$ cat src/rtl/instr_fetch.sv
// Instruction store plus run sequencer feeding simple_cpu.
// Stored words are presented in order, each held for HOLD_CYCLES cycles.
module instr_fetch #(
  parameter int INSTR_WIDTH = 20,
  parameter int ADDR_BITS   = 5,
  parameter int HOLD_CYCLES = 1,
  parameter logic [INSTR_WIDTH-1:0] NOP_WORD = '0
) (
  input  logic                   clk,
  input  logic                   rst,
  input  logic                   load_en,
  input  logic [ADDR_BITS-1:0]   load_addr,
  input  logic [INSTR_WIDTH-1:0] load_data,
  input  logic [ADDR_BITS:0]     prog_len,
  input  logic                   start,
  input  logic                   abort,
  output logic [INSTR_WIDTH-1:0] instruction,
  output logic [ADDR_BITS-1:0]   pc,
  output logic                   busy,
  output logic                   done,
  output logic                   load_err
);

  localparam int DEPTH = 2 ** ADDR_BITS;
  localparam int LW    = ADDR_BITS + 1;

  typedef enum logic [1:0] {
    IDLE = 2'd0,
    RUN  = 2'd1,
    DONE = 2'd2
  } state_t;

  logic [INSTR_WIDTH-1:0] mem [DEPTH];

  state_t                 state_q, state_d;
  logic [INSTR_WIDTH-1:0] instr_q, instr_d;
  logic [ADDR_BITS-1:0]   pc_q, pc_d;
  logic [3:0]             hold_q, hold_d;
  logic [LW-1:0]          len_q, len_d;
  logic                   busy_q, busy_d;
  logic                   done_q, done_d;
  logic                   lerr_q, lerr_d;

  logic                   we;
  logic [ADDR_BITS-1:0]   pc_nxt;
  logic                   last_hold;
  logic                   pc_last;
  logic [INSTR_WIDTH-1:0] rd0;

  always_comb begin
    pc_nxt    = pc_q + ADDR_BITS'(1);
    last_hold = (hold_q == 4'(HOLD_CYCLES - 1));
    pc_last   = ({1'b0, pc_q} == (len_q - LW'(1)));
    // a same-cycle write to word 0 is seen by the start
    rd0 = (load_en && (load_addr == '0)) ? load_data : mem[0];
  end

  always_comb begin
    state_d = state_q;
    instr_d = instr_q;
    pc_d    = pc_q;
    hold_d  = hold_q;
    len_d   = len_q;
    lerr_d  = 1'b0;
    we      = 1'b0;
    unique case (state_q)
      RUN: begin
        lerr_d = load_en;
        if (abort) begin
          state_d = IDLE;
          instr_d = NOP_WORD;
          pc_d    = '0;
          hold_d  = '0;
        end else if (last_hold) begin
          hold_d = '0;
          if (pc_last) begin
            state_d = DONE;
            instr_d = NOP_WORD;
          end else begin
            pc_d    = pc_nxt;
            instr_d = mem[pc_nxt];
          end
        end else begin
          hold_d = hold_q + 4'd1;
        end
      end
      IDLE, DONE: begin
        we = load_en;
        if (abort) begin
          state_d = IDLE;
        end else if (start) begin
          pc_d   = '0;
          hold_d = '0;
          len_d  = prog_len;
          if (prog_len != '0) begin
            state_d = RUN;
            instr_d = rd0;
          end else begin
            state_d = DONE;
            instr_d = NOP_WORD;
          end
        end else if (load_en) begin
          state_d = IDLE;
        end
      end
      default: begin
        state_d = IDLE;
        instr_d = NOP_WORD;
      end
    endcase
    busy_d = (state_d == RUN);
    done_d = (state_d == DONE);
  end

  always_ff @(posedge clk) begin
    if (we) mem[load_addr] <= load_data;
  end

  always_ff @(posedge clk or negedge rst) begin
    if (!rst) begin
      state_q <= IDLE;
      instr_q <= NOP_WORD;
      pc_q    <= '0;
      hold_q  <= '0;
      len_q   <= '0;
      busy_q  <= 1'b0;
      done_q  <= 1'b0;
      lerr_q  <= 1'b0;
    end else begin
      state_q <= state_d;
      instr_q <= instr_d;
      pc_q    <= pc_d;
      hold_q  <= hold_d;
      len_q   <= len_d;
      busy_q  <= busy_d;
      done_q  <= done_d;
      lerr_q  <= lerr_d;
    end
  end

  assign instruction = instr_q;
  assign pc          = pc_q;
  assign busy        = busy_q;
  assign done        = done_q;
  assign load_err    = lerr_q;

endmodule

$ cat config.mk
export PLATFORM = sky130hd
export DESIGN_NAME = instr_fetch
export DESIGN_NICKNAME = d
export VERILOG_FILES = /design/src/rtl/instr_fetch.sv
export SDC_FILE = /design/constraint.sdc
export NUM_CORES = 1
export LEC_CHECK = 0
export ABC_AREA = 1
export CORE_ASPECT_RATIO = 1.4
export CORE_MARGIN = 2
export CORE_UTILIZATION = 57
export CTS_CLUSTER_DIAMETER = 80
export DETAILED_ROUTE_END_ITERATION = 7
export GPL_TIMING_DRIVEN = 0
export PLACE_DENSITY = 0.74
export SYNTH_ARGS = -nofsm -noshare
export SYNTH_HDL_FRONTEND = slang
export SYNTH_SLANG_ARGS = --single-unit
$ cat constraint.sdc
create_clock -name clk -period 3.2 [get_ports clk]
set_input_delay 0.96 -clock clk [delete_from_list [all_inputs] [get_ports clk]]
set_output_delay 0.96 -clock clk [all_outputs]
set_load 0.1 [all_outputs]
Word-level counts from Yosys, hierarchy flattened
Memories as Yosys holds them, arrays and structs flattened. Cells that the tools add are included. Widths: inputs -> output; s select.

Add/sub/neg operators: 3. Eq/ne operators: 9. Mux-type cells: 31. Bitwise logic cells: 1. Reductions and logical operators: 11.

Operators with widths (count): $mux 20 (7); $pmux 20 s2 (1); $mux 5 (5); $mux 4 (4); $mux 2 (7); $pmux 5 s2 (1); $reduce_and 3->1 (3); $pmux 4 s2 (1); $eq 5x6->1 (1); $ne 3x3->1 const B (2); $reduce_bool 6->1 (1); $sub 6x1->6 const B (1); $add 5x1->5 const B (1); $logic_not 5->1 (1); $reduce_and 5->1 (1); $add 4x1->4 const B (1); $eq 2x1->1 const B (2); $eq 2x2->1 const B (2); $logic_not 4->1 (1); $mux 1 (4); $ne 2x2->1 const B (2); $pmux 2 s2 (1); $logic_not 2->1 (1); $reduce_bool 2->1 (1); other kinds (3) (3).

Register bits after elaboration: 40. RAM bits: 640. Word-level logic and storage cells: 64. Memories: 1.

Memory list: mem (depth 32, bits a word 20, read ports 2, clocked after memory_dff 0, write ports 1, line 33) `logic [INSTR_WIDTH-1:0] mem [DEPTH];`.

Longest topological paths before layout
Word-level depth: 7. Mapped depth: 15. Mapped depth without buffers: 14.

Worst setup path after synthesis
Ideal clock, no wire load.

Kind: register to register. Start: register pc_q[1], in the netlist pc[1]. End: register instr_q[10], in the netlist instruction[10]. Setup time: 0.120 ns. Arrival time: 2.597 ns. Required time: 3.080 ns. Path slack: 0.484 ns. Cell stages (with the launch flop): 15. Path buffers: 3. Clock period less this slack: 2.716 ns. Cells stage by stage: dfrtp_1 > ha_1 > buf_2 > inv_2 > buf_2 > clkbuf_1 > nand3_1 > nand3_1 > nand3_1 > nand2_1 > nand2_1 > nand3_1 > nand2_1 > nand2_1 > nand2_1.

Word-level cells in the longest chain between the ends: 6. Elaborated cells on any way between the ends: 7. Classes of those cells: add/sub (1); eq/ne (1); mux (4); memory (1).

Ends and longest elaborated chain: start: declaration (line 37) `logic [ADDR_BITS-1:0] pc_q, pc_d;`; start signal: assignment (line 132) `pc_q <= pc_d;`; $add 5x1->5 (line 51) `pc_nxt = pc_q + ADDR_BITS'(1);`; $mem_v2 32x20; $mux 20 (*) (line 76) `if (pc_last) begin`; $mux 20 (*) (line 74) `end else if (last_hold) begin`; $mux 20 (*) (line 69) `if (abort) begin`; $pmux 20 s2 (*) (line 66) `unique case (state_q)`; end signal: assignment (line 131) `instr_q <= instr_d;`; end: declaration (line 36) `logic [INSTR_WIDTH-1:0] instr_q, instr_d;`.

Mark *: on every way between the ends. The rest lies on a longest branch, timed or not. The select of a mux whose other input is x is not followed. A chain may end at the register's enable or synchronous reset.

Worst setup path in the final report
Start: input port load_addr[2]. End: register instr_q[11], in the netlist instruction[11].

Word-level cells in the longest chain between the ends: 7.

Ends and longest elaborated chain: start: declaration (line 12) `input logic [ADDR_BITS-1:0] load_addr,`; $logic_not 5->1 (line 55) `rd0 = (load_en && (load_addr == '0)) ? load_data : mem[0];`; $logic_and 1x1->1 (line 55); $mux 20 (line 55); $mux 20 (line 95) `if (prog_len != '0) begin`; $mux 20 (line 91) `end else if (start) begin`; $mux 20 (line 89) `if (abort) begin`; $pmux 20 s2 (line 66).

Every way passes these cells. The select of a mux whose other input is x is not followed.

==> reports/results.tsv <==
metric	value	unit
outcome	complete, but fails checks	
die width	192.9	µm
fin crit share	1.012	
worst slack at placement	-1.049	ns
nets	2826	
Tot GR Track Use	0.3336	
met3 GRT Util	0.05571	
final worst slack	-0.03698	ns
initial antenna violation count	2	
CTS tree	yes	
final WL	84800	µm
busiest metal layer after global routing	met2	
Die Area	0.05180	mm²
Fmax	308.9	MHz
Final Hold Viols	0	
placer congestion estimate	1.009	
R2R Path Start	pc[2]	
area grow syn2layout	14.37	%
Post-DP HPWL	57300	µm
post-synthesis sequential area ratio	0.7099	
hold crit path type	in -> async	
CTS Root Cell	clkbuf_16	
synthesized area	0.02848	mm²
global-route wire length before repair	123100	µm
Worst Tran Pin Value	0.9891	ns
synth top area cells	edfxtp_1 (67%), nand2_1 (12%), nand3_1 (10%), dfrtp_1 (3.5%), inv_1 (2.3%)	
Layout Cells excl Fill	3472	
Final Max Tran Viols	0	
Initial Util	0.5784	
vias in the first global route	20223	
Util after Layout	0.6615	
power per cell area	674.3	mW/mm²
Synth cell types	26	
most common cell after layout, fill and taps aside	nand2_1	
Synth area leader	edfxtp_1	
Clk pin slew, worst setup/hold paths	0.07	ns
Peak VDD IR	0.5430	mV
YS warnings	0	
core area	0.04925	mm²
Vias per Instance	5.953	
detailed-route DRC error count	0	
Post-Syn Area per Cell	10.85	µm²
Critical Path AT	3.82	ns
drt first pass iters	6	
met2 GRT Util	0.5601	
IO Count	64	
failing checks	setup timing	
Synth top area share	0.6747	
slew margin rel.	0.3385	
die height	268.5	µm
Max Buffers Root-to-Sink	3	
share of cells above drive strength 1	0.08786	
DR WL/cell	24.42	µm
# placed instances	3357	
met1 usage in global routing	0.3979	
CP Capture Type	flip-flop	
worst reg-to-reg setup slack	0.06	ns
row cnt	96	
CTS H-Tree Depth	2	
largest net degree at the start of global routing	41	
RSZ-0062 raised after global routing	no	
max_cap viols	0	
crit start category	input pin	
Final ANT Viol Nets	0	
critical path fanouts, max	10	
Leak	12.59	nW
leading cell types in the layout, fill and taps excluded	nand2_1 (898), edfxtp_1 (640), nand3_1 (572), inv_1 (174), clkbuf_1 (89)	
Cells after Synth	2625	
clk_skew	0.01381	ns
Total Power	21.97	mW
final setup vio count	3	
CTS buffer count	61	
clock sinks	680	
vias	20669	
Setup CP Type	in -> reg	
worst path required time	3.78	ns
Starting DRT DRC Count	2531	
Worst-Skew Late Latency	0.64	ns
PortBufs	63	
Net Count, Synth	2665	
post-layout min period	3.237	ns
Yosys reg bits	680	
Worst R2R Path Depth	11	
crit path from	load_addr[2]	
global route overflow	0	
## layout make-up
class	instances	area (µm²)
antenna	1	2.502
buffer	148	644.4
clock buffer	74	1575
clock inverter	37	339.1
fill	3680	16670
inverter	175	656.9
multi-input combinational	1622	7186
sequential	680	20220
tap	637	797.0
timing repair buffer	98	1157
## report_power, final
group / internal, mW / switching, mW / leakage (nW)
Combinational: 1.19 / 3.58 / 5.39
Clock: 3.97 / 3.22 / 0.926
Sequential: 9.91 / 0.0960 / 6.28
Total: 15.1 / 6.90 / 12.6
## state kept, by name, indices dropped and copies added, names as in the netlist
signal and flops:
mem 640, instruction 20, busy 1, load_err 1, len_q 6, state_q 2, done 1, pc 5
hold_q 4
## per-layer routing
| metal | share of wire | wire (µm) |
|---|---|---|
| met1 | 0.34 | 28920 |
| met2 | 0.48 | 41070 |
| met3 | 0.099 | 8417 |
| met4 | 0.075 | 6393 |
| met5 | 0 | 0 |
## final timing paths
kind,end
worst min register to register,instruction[2]
worst max register to register,instruction[18]
worst max-delay path,instruction[11]
max in group asynchronous,len_q[0]
min in group clk,instruction[2]
worst min-delay path,hold_q[1]
## synth_stat cells
master,count
edfxtp_1,640
nand4_1,1
or2_2,5
ha_1,4
a211o_1,2
a21oi_1,1
nand2_1,899
o211ai_1,1
xor2_1,4
clkbuf_1,88
nand3b_1,2
nor4_1,1
dfrtp_1,40
inv_1,174
nor2_1,85
nor3_1,3
buf_2,51
o22ai_1,1
buf_1,8
xnor2_1,2
xor2_2,1
inv_2,1
clkbuf_2,1
xnor2_2,1
nand3_1,574
o21ai_0,35
## what timing repair did
action                     in CTS  in global routing
pin swaps                       2                  0
hold buffers                    0                  0
setup endpoints to repair     420                187
resized for setup              23                 28
setup buffers                   3                  0
## stage by stage
step                TNS (ns)  hold WS [ns]  cell area [µm²]
finish              -0.04326        0.4502            32580
global route               0        0.5062            32580
CTS                   -4.667        0.4693            32530
detailed placement   -459.38        0.4685            30530
global placement     -978.56        0.4676            29910
floorplan                  0        0.4551            28480
## cell families after synthesis
| group | share of synthesized area |
|---|---|
| simple gates | 0.2331 |
| flops | 0.7099 |
| buf+inv | 0.04485 |
| compound gates | 0.007424 |
| xor+xnor | 0.002987 |
| fa+ha+maj | 0.001757 |
## critical path: stages
cell	delay [ns]
clkdlybuf4s50_1	0.58
nor3_1	0.76
nand3_1	0.32
inv_1	0.15
clkbuf_1	0.46
nor2_1	0.08
nor2_1	0.10
o21ai_0	0.13
nand2_1	0.13
nand2_1	0.06
nand2_1	0.08
Power figures use the tool's default switching activity.
